## src/rtl/fetch_stage.sv

```systemverilog
// Instruction fetch stage: walks the PC through a combinational instruction memory
// and assembles one- and two-word instructions into the IF/ID register.
module fetch_stage #(
    parameter logic [15:0] RESET_PC = 16'h0000,
    parameter logic [15:0] NOP_WORD = 16'h0000
) (
    input  logic        clk,
    input  logic        reset,
    output logic [15:0] imem_addr,
    input  logic [15:0] imem_data,
    input  logic        stall,
    input  logic        jump_taken,
    input  logic [15:0] jump_target,
    output logic [15:0] instruction_buf,
    output logic [15:0] immediate_buf,
    output logic [15:0] pc_buf,
    output logic        instr_valid
);

    typedef enum logic {
        FETCH = 1'b0,
        IMM   = 1'b1
    } state_t;

    state_t      state, state_next;
    logic [15:0] pc, pc_next;
    logic [15:0] hold_reg, hold_reg_next;
    logic [15:0] hold_pc, hold_pc_next;
    logic [15:0] instr_next, imm_next, pc_buf_next;
    logic        valid_next;
    logic        two_word;

    assign imem_addr = pc;
    assign two_word  = (imem_data[15:14] == 2'b11);

    always_comb begin
        // NOTE: every next value defaults to its current value, so no path leaves
        // one unassigned (no latch) and a stall is simply "take the defaults".
        state_next    = state;
        pc_next       = pc;
        hold_reg_next = hold_reg;
        hold_pc_next  = hold_pc;
        instr_next    = instruction_buf;
        imm_next      = immediate_buf;
        pc_buf_next   = pc_buf;
        valid_next    = instr_valid;

        if (jump_taken) begin
            // A redirect squashes whatever was in flight, including a pending IMM word.
            state_next = FETCH;
            pc_next    = jump_target;
            instr_next = NOP_WORD;
            imm_next   = 16'h0000;
            valid_next = 1'b0;
        end else if (!stall) begin
            pc_next = pc + 16'd1;
            case (state)
                FETCH: begin
                    if (two_word) begin
                        hold_reg_next = imem_data;
                        hold_pc_next  = pc;
                        instr_next    = NOP_WORD;
                        imm_next      = 16'h0000;
                        valid_next    = 1'b0;
                        state_next    = IMM;
                    end else begin
                        instr_next  = imem_data;
                        imm_next    = 16'h0000;
                        pc_buf_next = pc;
                        valid_next  = 1'b1;
                    end
                end
                IMM: begin
                    // The second word is raw immediate data; its top bits mean nothing here.
                    instr_next  = hold_reg;
                    imm_next    = imem_data;
                    pc_buf_next = hold_pc;
                    valid_next  = 1'b1;
                    state_next  = FETCH;
                end
                default: state_next = FETCH;
            endcase
        end
    end

    always_ff @(posedge clk) begin
        // NOTE: state registers use non-blocking assignments so every register
        // samples the pre-edge values computed above, independent of statement order.
        if (reset) begin
            state           <= FETCH;
            pc              <= RESET_PC;
            hold_reg        <= 16'h0000;
            hold_pc         <= 16'h0000;
            instruction_buf <= NOP_WORD;
            immediate_buf   <= 16'h0000;
            pc_buf          <= RESET_PC;
            instr_valid     <= 1'b0;
        end else begin
            state           <= state_next;
            pc              <= pc_next;
            hold_reg        <= hold_reg_next;
            hold_pc         <= hold_pc_next;
            instruction_buf <= instr_next;
            immediate_buf   <= imm_next;
            pc_buf          <= pc_buf_next;
            instr_valid     <= valid_next;
        end
    end

endmodule

```

## config.mk

```make
export PLATFORM = sky130hd
export DESIGN_NAME = fetch_stage
export DESIGN_NICKNAME = d
export VERILOG_FILES = /design/src/rtl/fetch_stage.sv
export SDC_FILE = /design/constraint.sdc
export NUM_CORES = 1
export LEC_CHECK = 0
export CAP_MARGIN = 20
export CELL_PAD_IN_SITES_DETAIL_PLACEMENT = 1
export CELL_PAD_IN_SITES_GLOBAL_PLACEMENT = 1
export CORE_MARGIN = 8
export CORE_UTILIZATION = 39
export DETAILED_ROUTE_END_ITERATION = 10
export MAX_ROUTING_LAYER = met4
export PLACE_DENSITY = 0.95
export SLEW_MARGIN = 20
export SYNTH_ARGS = -nofsm -noshare
export SYNTH_HDL_FRONTEND = slang
export SYNTH_SLANG_ARGS = --single-unit
```

## constraint.sdc

```tcl
create_clock -name clk -period 4.8 [get_ports clk]
set_clock_uncertainty 0.15 [all_clocks]
set_input_delay 1.44 -clock clk [delete_from_list [all_inputs] [get_ports clk]]
set_output_delay 1.44 -clock clk [all_outputs]
set_load 0.02 [all_outputs]
```

# Word-level counts from Yosys, hierarchy flattened
# Cells that the tools add are included.
classes:
  n_addsub: 1
  n_eq_ne: 3
  mux: 11
  n_bitwise: 3
  reduce_logical: 3
op_table:
  columns: ["operator", "count"]
  rows:
  - ["$pmux 16 s2", 3]
  - ["$mux 16", 4]
  - ["$add 16x1->16 const B", 1]
  - ["$pmux 1 s2", 2]
  - ["$reduce_and 4->1", 1]
  - ["$not 1->1", 3]
  - ["$reduce_and 3->1", 1]
  - ["$eq 2x2->1 const B", 1]
  - ["$mux 1", 2]
  - ["$ne 2x1->1 const B", 1]
  - ["$ne 2x2->1 const B", 1]
  - ["$reduce_or 2->1", 1]
totals:
  ff_bits: 98
  output_inout_bits: 65

# Logic depth before layout (Yosys ltp)
logic_depth:
  depth_word: 3
  mapped_depth: 6
  depth_no_buf: 5

# Worst setup path after synthesis
# No wires, ideal clock.
synth_timing:
  kind: "in2reg"
  startpoint: "input port imem_data[14]"
  endpoint: "register instruction_buf[9]"
  setup_ps: 65
  arrival_ps: 2283
  path_slack_ps: 2302
  path_stages: 4
  path_buffers: 1
  cell_sequence: "a211oi_1 buf_2 a222oi_1 nor2_1"
synth_via:
  elab_chain_len: 3
synth_lines:
  columns: ["element", "line", "text"]
  rows:
  - ["start: declaration", "10", "input logic [15:0] imem_data,"]
  - ["$eq 2x2->1", "34", "assign two_word = (imem_data[15:14] == 2'b11);"]
  - ["$mux 16", "59", "if (two_word) begin"]
  - ["$pmux 16 s2", "57", "case (state)"]
  - ["end signal: assignment", "103", "instruction_buf <= instr_next;"]
  - ["end: declaration", "14", "output logic [15:0] instruction_buf,"]
# Every way passes these cells.
# A chain may end at the register's enable or synchronous reset.

# Final worst setup path
layout_timing:
  startpoint: "input port imem_data[15]"
  endpoint: "register hold_pc[1]"
layout_via:
  elab_chain_len: 2
layout_lines:
  columns: ["element", "line", "text"]
  rows:
  - ["$eq 2x2->1", "34", null]
  - ["$reduce_and 4->1 (no line)", null, null]
  - ["end signal: assignment", "102", "hold_pc <= hold_pc_next;"]
  - ["end: declaration", "28", "logic [15:0] hold_pc, hold_pc_next;"]
# Every way passes these cells.

==> metrics.txt <==
fmax=305.6 MHz; post-cts resize count=0; vias=3697; Synth top cells by count=dfxtp_1 (98), nand2_1 (67), nor2_1 (62), a21oi_1 (47), mux2i_1 (20); Reg clk slew, reported paths=90 ps; Initial Util=0.3947; asr flop ratio synth=0; Final Hold Vio Count=0; Synth Area in Compound Gates=0.1823; CTS tree=done; total track usage=0.1898; Synth-to-Final Area Change=31.46%; row count=37; Synth Area in Simple Gates=0.1917; yosys warns=0; drt first pass iters=7; grt ovf=0; CP Class=primary input to register; leakage=1.806 nW; largest net degree at the start of global routing=66; RePlAce Congestion=0.7308; syn nets=489; Hold Crit Class=register to register; Final ANT Viol Nets=0; Setup-failing EPs final=0; Tcrit/Tclk final=0.6817; hpwl dp=8730 um; post-detailed-route wirelength per cell=18.66 um; Synth Area in Adders=0.003127; Iter 0 DRT Violations=198; status=finished clean; Gate Count Post-Synth=452; Finished Layout Cells=674; Die H=117.3 um; Slew Limit Fails=0; Slew @ Worst Pin=1079 ps; most common flop cell mapped by yosys=dfxtp_1; largest cells by area after synthesis=dfxtp_1 (49%), nand2_1 (6.3%), a21oi_1 (5.9%), nor2_1 (5.8%), mux2i_1 (5.0%); xor/xnor share of the synthesized area=0.03064; Layout Nets=570; Clock Sinks=98; WP data arrival=3330 ps; Vias/cell=5.485; largest family of logic cells by synthesized area=simple AND/OR/NAND/NOR gates; number of port buffers=100; worst path required time=4860 ps; unrepaired setup endpoints after global routing=false; die area=13760 um2; placed cell count=658; pwr dens=307.5 nW/um2; critical path launch point type=primary input; normalized max-slew margin=0.2795; number of global-route vias before repair=4001; minimum clock period=3272 ps; sequential fraction of the synthesis area=0.4903; Ports=101; Syn Std Cell Area=4001 um2; Layout fillers=1178; Yosys top cell by area=dfxtp_1; most frequent cell after synthesis=dfxtp_1; first-pass GRT wire length=19930 um; Critical Path Fanout Max=16; ant diodes=0; cts hold-fix bufs=0; Post-synth EDFFs=0; WL final=12580 um; Max clock buf depth=2; Die X=117.3 um; CORE AREA=10140 um2; clk_lat worst skew=370 ps; Setup Buffers After CTS=0; DR DRC count=0; antenna violations before repair=0; Yosys reg bits=98; setup TNS=0 ps; Critical Path Sink Type=register; H-tree depth=3; layout cells sized above 1=0.07435; Root Buffer=clkbuf_8; post-synthesis cell type count=40; number of buffers created by CTS=9; VDD IR-drop max=0.1939 mV; max-cap violations=0; mean post-synth cell area=8.853 um2; proportion of synthesized area in mux cells=0.05003; post-synth top area share=0.4903
layer usage:
metal / GRT usage / up-vias / part of all wire
met4: 0.07338 / 0 / 0.020
met3: 0.05285 / 19 / 0.072
met5: - / - / 0
li1: - / 1737 / -
met2: 0.3206 / 111 / 0.49
met1: 0.2084 / 1830 / 0.42
cells in the final DEF, fill, tap and decap left out, types with 10 or more instances in the layout:
master	synthesis	layout
nand2_1	67	67
inv_1	10	10
a21oi_1	47	47
a211oi_1	13	12
nor2_1	62	62
mux2i_1	20	20
a222oi_1	14	14
a22oi_1	15	15
clkbuf_8	0	10
clkdlybuf4s50_1	0	98
dfxtp_1	98	98
worst paths after layout:
path | endpoint | start | cells past startpoint | slack, ps
worst max-delay path | hold_pc[1] | imem_data[15] | 6 | 1530
worst max register to register | instruction_buf[1] | state | 4 | 2680
worst min register to register | hold_pc[0] | hold_pc[0] | 2 | 310
worst min-delay path | hold_pc[0] | hold_pc[0] | 2 | 310
cell families after synthesis:
logic type,Yosys count
compound gates,106
buf+inv,48
simple gates,165
fa+ha+maj,1
flops,98
mux,20
xor+xnor,14
per-stage QoR:
step	power, mW	area, um2	worst slack, ps	hold WS [ps]	util
5_1_grt	1.682	5260	1465	331.5	0.5188
2_1_floorplan	0.9994	4001	2302	285.7	-
6_report	1.617	5260	1528	310.2	0.5188
3_3_place_gp	1.099	5066	1205	291.3	0.4997
4_1_cts	1.629	5260	1533	312.2	0.5188
3_5_place_dp	1.110	5066	1166	298.9	0.4997
report_power, final:
group | internal [mW] | total [mW] | switching, mW
clock | 0.214 | 0.527 | 0.313
combinational | 0.101 | 0.221 | 0.120
sequential | 0.839 | 0.870 | 0.0303
worst max-delay path: stages:
cell and delay (ps):
clkdlybuf4s50_1 670, nand3b_4 140, or3_1 610, buf_4 320
nand2_1 80, a21oi_1 60
area by class of cell:
class	instances	area, um2	share of cell area
Tap cell	136	170.2	0.03235
Inverter	10	37.54	0.007136
Multi-Input combinational cell	306	1846	0.3509
Sequential cell	98	1962	0.3730
Clock buffer	10	137.6	0.02617
Timing Repair Buffer	108	1051	0.1998
Clock inverter	6	56.30	0.01070
Power figures use the tool's default switching activity.
